==> src/rtl/nvme_ctrl_state.sv <==
// NVMe controller enable/shutdown sequencer.
// Owns CC and CSTS, drives queue-engine enable and reset.
module nvme_ctrl_state #(
  parameter int unsigned TO_UNIT_CYCLES = 16,
  parameter int unsigned INIT_CYCLES    = 8,
  parameter int unsigned SHN_CYCLES     = 4
) (
  input  logic        clk,
  input  logic        reset,
  input  logic [15:0] addr,
  input  logic [31:0] wr_data,
  input  logic        wr_en,
  input  logic [3:0]  to,
  input  logic        idle_in,
  output logic [31:0] rd_data,
  output logic        rd_hit,
  output logic [31:0] cc,
  output logic [31:0] csts,
  output logic        ctrl_enabled,
  output logic        queue_reset
);

  localparam logic [15:0] CC_ADDR   = 16'h0014;
  localparam logic [15:0] CSTS_ADDR = 16'h001C;
  localparam logic [31:0] CFG_MASK  = 32'h00FF_3FF0;
  localparam logic [31:0] DYN_MASK  = 32'h0000_C001;
  localparam logic [7:0]  INIT_LD   = 8'(INIT_CYCLES);
  localparam logic [7:0]  SHN_LD    = 8'(SHN_CYCLES);
  localparam logic [19:0] TO_UNIT   = 20'(TO_UNIT_CYCLES);

  typedef enum logic [2:0] {
    ST_DISABLED,
    ST_ENABLING,
    ST_READY,
    ST_DISABLING,
    ST_SHDN_ACTIVE,
    ST_SHDN_DONE
  } state_e;

  state_e      state_q, state_d;
  logic [31:0] cc_q, cc_d;
  logic        rdy_q, rdy_d;
  logic        cfs_q, cfs_d;
  logic [1:0]  shst_q, shst_d;
  logic [7:0]  cnt_q, cnt_d;
  logic        shn_run_q, shn_run_d;
  logic [19:0] wd_q, wd_d;
  logic        qrst_q, qrst_d;

  logic        cc_wr;
  logic        wr_dis;
  logic        wd_exp;
  logic        wd_run;
  logic [3:0]  to_eff;
  logic [19:0] wd_lim;

  assign cc_wr  = wr_en && (addr == CC_ADDR);
  assign wr_dis = cc_wr && !wr_data[0];
  assign to_eff = (to == 4'd0) ? 4'd1 : to;
  assign wd_lim = 20'(to_eff) * TO_UNIT;
  assign wd_exp = (wd_q == wd_lim);

  always_comb begin
    cc_d      = cc_q;
    state_d   = state_q;
    rdy_d     = rdy_q;
    cfs_d     = cfs_q;
    shst_d    = shst_q;
    cnt_d     = cnt_q;
    shn_run_d = shn_run_q;

    // Config fields are frozen while the controller is enabled
    if (cc_wr) begin
      cc_d = (cc_q & ~DYN_MASK) | (wr_data & DYN_MASK);
      if (!cc_q[0]) begin
        cc_d = (cc_d & ~CFG_MASK) | (wr_data & CFG_MASK);
      end
    end

    unique case (state_q)
      ST_DISABLED: begin
        if (cc_wr && wr_data[0] && !cc_q[0]) begin
          if (wr_data[6:4] != 3'b000) begin
            cfs_d = 1'b1;
          end else begin
            state_d = ST_ENABLING;
            cnt_d   = INIT_LD;
          end
        end
      end
      ST_ENABLING: begin
        if (wr_dis) begin
          state_d = ST_DISABLING;
        end else if (cnt_q == 8'd1) begin
          state_d = ST_READY;
          rdy_d   = 1'b1;
        end else begin
          cnt_d = cnt_q - 8'd1;
        end
      end
      ST_READY: begin
        if (wr_dis) begin
          state_d = ST_DISABLING;
        end else if (cc_wr && wr_data[15:14] != 2'b00) begin
          state_d   = ST_SHDN_ACTIVE;
          shst_d    = 2'b01;
          shn_run_d = 1'b0;
        end
      end
      ST_DISABLING: begin
        if (idle_in || wd_exp) begin
          state_d = ST_DISABLED;
          rdy_d   = 1'b0;
          shst_d  = 2'b00;
          cfs_d   = cfs_q | ~idle_in;
        end
      end
      ST_SHDN_ACTIVE: begin
        if (wr_dis) begin
          state_d = ST_DISABLING;
        end else if (shn_run_q && cnt_q == 8'd1) begin
          state_d = ST_SHDN_DONE;
          shst_d  = 2'b10;
        end else if (wd_exp) begin
          state_d = ST_SHDN_DONE;
          shst_d  = 2'b10;
          cfs_d   = 1'b1;
        end else if (shn_run_q) begin
          cnt_d = cnt_q - 8'd1;
        end else if (idle_in) begin
          shn_run_d = 1'b1;
          cnt_d     = SHN_LD;
        end
      end
      ST_SHDN_DONE: begin
        if (wr_dis) begin
          state_d = ST_DISABLING;
        end
      end
      default: begin
        state_d = ST_DISABLED;
      end
    endcase

    // Watchdog restarts on every entry and only runs while waiting
    wd_run = (state_d == state_q) &&
             (state_q == ST_DISABLING || state_q == ST_SHDN_ACTIVE);
    wd_d   = wd_run ? wd_q + 20'd1 : 20'd0;
    qrst_d = (state_d == ST_DISABLING) && (state_q != ST_DISABLING);
  end

  always_ff @(posedge clk) begin
    if (reset) begin
      state_q   <= ST_DISABLED;
      cc_q      <= '0;
      rdy_q     <= 1'b0;
      cfs_q     <= 1'b0;
      shst_q    <= 2'b00;
      cnt_q     <= '0;
      shn_run_q <= 1'b0;
      wd_q      <= '0;
      qrst_q    <= 1'b0;
    end else begin
      state_q   <= state_d;
      cc_q      <= cc_d;
      rdy_q     <= rdy_d;
      cfs_q     <= cfs_d;
      shst_q    <= shst_d;
      cnt_q     <= cnt_d;
      shn_run_q <= shn_run_d;
      wd_q      <= wd_d;
      qrst_q    <= qrst_d;
    end
  end

  assign cc           = cc_q;
  assign csts         = {28'd0, shst_q, cfs_q, rdy_q};
  assign ctrl_enabled = (state_q == ST_READY);
  assign queue_reset  = qrst_q;
  assign rd_hit       = (addr == CC_ADDR) || (addr == CSTS_ADDR);

  always_comb begin
    rd_data = '0;
    if (addr == CC_ADDR) begin
      rd_data = cc_q;
    end else if (addr == CSTS_ADDR) begin
      rd_data = csts;
    end
  end

endmodule

==> config.mk <==
export PLATFORM = sky130hd
export DESIGN_NAME = nvme_ctrl_state
export DESIGN_NICKNAME = d
export VERILOG_FILES = /design/src/rtl/nvme_ctrl_state.sv
export SDC_FILE = /design/constraint.sdc
export NUM_CORES = 1
export LEC_CHECK = 0
export ABC_CLOCK_PERIOD_IN_PS = 2920
export CAP_MARGIN = 25
export CORE_ASPECT_RATIO = 1.25
export CORE_MARGIN = 1
export CORE_UTILIZATION = 43
export DETAILED_ROUTE_END_ITERATION = 12
export GPL_ROUTABILITY_DRIVEN = 0
export PLACE_DENSITY = 0.78
export SYNTH_ARGS = -nofsm -noshare
export SYNTH_HDL_FRONTEND = slang
export SYNTH_SLANG_ARGS = --single-unit
==> constraint.sdc <==
create_clock -name clk -period 2.92 [get_ports clk]
set_input_delay 0.584 -clock clk [delete_from_list [all_inputs] [get_ports clk]]
set_output_delay 0.584 -clock clk [all_outputs]
set_load 0.1 [all_outputs]
==> flow_summary.yaml <==
placement:
  place_area_um2: 4758
  dp_hpwl_um: 7399
  dp_slack_ps: -71.46
  dp.cells: 662
  portBuffers: 96
grt:
  grt.overflow.total: 0
  first_global_vias: 3497
  grt_pass1_wl_um: 16460
  grt_use_total_pct: 23.25
  antenna_found_initial: 0
  grt_max_degree: 38
power_and_ir_drop:
  internal_power_mw: 1.318
  power_mw: 2.057
  p_comb_share_pct: 24.3
  pwr-share-seq_pct: 39.4
  powerDensity_nw_per_um2: 406.7
  power.leakage_nw: 2.131
  clkPwrFrac_pct: 36.3
  switching_share_pct: 35.93
  irDropWorstVdd_v: 0.0002217
  p_sw_mw: 0.7392
final_layout:
  design_area_um2: 5059
  nets: 640
  drive_gt1_share_pct: 21.20
  n_antenna_cell: 0
  area_growth_pct: 39.70
  fin_cells: 682
  finish.utilization_pct: 61.73
detailed_routing:
  vias: 3649
  wl_per_cell_um: 14.99
  drt-initial-drc-count: 252
  via_per_inst: 5.350
  drt_pre_antenna_iters: 9
  wl_um: 10230
  drc_errors: 16
  ant_nets: 0
setup_path:
  path_max_fanout: 5
  path_class: "input pin to output port"
  worstReg2RegStart: "wd_q[0]$_SDFF_PP0_"
  critPathLaunch: "addr[11]"
  cp-end-kind: "output port"
  slowest_delay_ps: 450
  crit_chain: "clkdlybuf4s50_1 > nor4_2 > and4_4 > nor2b_4 > buf_6 > and2_4 > buf_12"
  cp_top_family: "simple AND/OR/NAND/NOR gates"
  path_buf_inv: 3
  cp-start-kind: "input pin"
  crit_required_ps: 2340
  slowest_stage: "clkdlybuf4s50_1"
  worstPathArrival_ps: 2280
yosys:
  yosysMostFrequentCell: "nand2_1"
  synth_commonest_cells: "nand2_1, dfxtp_1, buf_4"
  yosys.area.top_type: "dfxtp_1"
  ys.warnings.count: 0
  ys_ff_latch: 58
  synth-edff-count: 0
  ys_seq_area_share_pct: 32.07
  synthArstFlopShare_pct: 0
  synth_top_area_share_pct: 32.07
  synth_flop_cell: "dfxtp_1"
  synth_cells: 474
  synth_area_per_cell_um2: 7.639
  ys_top_cells_by_area: "dfxtp_1, buf_4, nand2_1, a21oi_1, nor2_1"
  ys_types: 64
  synth_area_um2: 3621
timing:
  period_needed_ps: 2866
  period_share_pct: 98.14
  max_freq_mhz: 349.0
  layout_setup_ws_ps: 54.42
  setup_viol: 0
  clock_skew_ps: 12.75
  hold_violations: 0
  max-slew-margin-rel_pct: 57.07
  holdWs_ps: 470.2
  tightest_slew_ps: 644.0
  tns_ps: 0
  slew_viol_final: 0
cts:
  cts_max_level: 3
  cts_tree: "built"
  clock_path_buffers: 2
  root_buffer: "clkbuf_8"
  clk_pin_slew_ps: 70
  cts_buffers: 9
  clk_latency_ps: 340
  cts.sinks: 58
floorplanning:
  core_um2: 8194
  die_w_um: 84.08
  die_area_um2: 8794
  initial_utilization_pct: 44.19
  rows: 37
  die-height_um: 104.6
  boundaryPins: 155
flow_run:
  drv_cap: 0
outcome:
  outcome: "finished, violations left"
  violations: "design-rule violations"
hold_path:
  hp-class: "register to register"
  min-delay-start: "cc[18]$_SDFFE_PP0P_"
## worst register-to-register path: cells and delay by family (launching register included)
kind            cells  cell delay [ps]
compound gates      3             1260
fa+ha+maj           1              150
buf+inv             1              100
flops               1              360
simple gates        3              440
## registers in the layout, indices dropped and copies added (netlist names)
register and count:
wd_q 20, cnt_q 8, shst_q 2, state_q 3, cfs_q 1, cc 21, rdy_q 1, queue_reset 1
shn_run_q 1
## final cells by class
cell class / count / area, um2
clock inverters: 5 / 53.80
multi-input cells: 377 / 2180
clock buffers: 11 / 141.4
inverters: 16 / 60.06
fillers: 702 / 3136
flip-flops and latches: 58 / 1161
well taps: 97 / 121.4
repair buffers: 118 / 1341
## cell families (layout without fill, tap and decap cells)
| logic type | after synthesis | after routing | synth area share, % |
|---|---|---|---|
| buffers and inverters | 85 | 150 | 14.58 |
| adder cells (fa/ha/maj) | 4 | 4 | 1.382 |
| flip-flops | 58 | 58 | 32.07 |
| AO/OA/AOI/OAI | 81 | 81 | 16.24 |
| multiplexers | 1 | 1 | 0.2764 |
| other | 1 | 47 | 0.1036 |
| AND/OR/NAND/NOR | 223 | 223 | 30.27 |
| XOR/XNOR | 21 | 21 | 5.080 |
## path summary, 6_finish.rpt
kind                               to  slack (ps)  cells past startpoint
setup / recovery           rd_data[6]          50                      7
hold / removal    cc[18]$_SDFFE_PP0P_         470                      2
setup reg to reg  wd_q[13]$_SDFF_PP0_         500                      8
hold reg to reg   cc[18]$_SDFFE_PP0P_         470                      2
## power groups by stage
| stage | combinational [mW] | sequential (mW) | clock, mW |
|---|---|---|---|
| floorplan | 0.423 | 0.838 | 0 |
| global placement | 0.488 | 0.829 | 0 |
| detailed placement | 0.491 | 0.828 | 0 |
| CTS | 0.493 | 0.810 | 0.761 |
| global route | 0.518 | 0.812 | 0.800 |
| finish | 0.500 | 0.810 | 0.747 |
## metal layers
metal  share of wire (%)  GRT usage (%)  vias up
met5                   0              0        -
met4                 2.8          9.975        0
met3                 5.0          4.739       24
met2                  54          42.45      139
met1                  39          25.84     1732
li1                    -              -     1754
## cells in the final DEF, fill, tap and decap left out, types with 3 or more instances in the layout
| master | n |
|---|---|
| nand4_1 | 8 |
| conb_1 | 47 |
| and2_4 | 5 |
| o41ai_1 | 3 |
| or3_1 | 4 |
| buf_12 | 25 |
| clkdlybuf4s50_1 | 37 |
| nor2b_1 | 3 |
| xnor2_1 | 13 |
| nand2_1 | 79 |
| a211o_1 | 4 |
| buf_4 | 45 |
| nand2b_1 | 4 |
| nor4_1 | 7 |
| and2_2 | 15 |
| and3_1 | 9 |
| xor2_1 | 8 |
| o21ai_0 | 9 |
| dlymetal6s2s_1 | 7 |
| a21oi_1 | 33 |
| nor3_1 | 15 |
| ha_1 | 4 |
| clkinv_2 | 3 |
| clkbuf_8 | 10 |
| dfxtp_1 | 58 |
| nand3_1 | 15 |
| nor2_1 | 40 |
| buf_6 | 4 |
| inv_1 | 15 |
## what timing repair did
action / 4_1_cts / 5_1_grt
endpoints found under the hold margin: 0 / 0
pin swaps: 2 / 4
hold buffers: 0 / 0
buffers inserted: 1 / 0
resized for setup: 5 / 21
cloned: 1 / 2
setup endpoints to repair: 20 / 21
(Power assumes the default switching activity.)
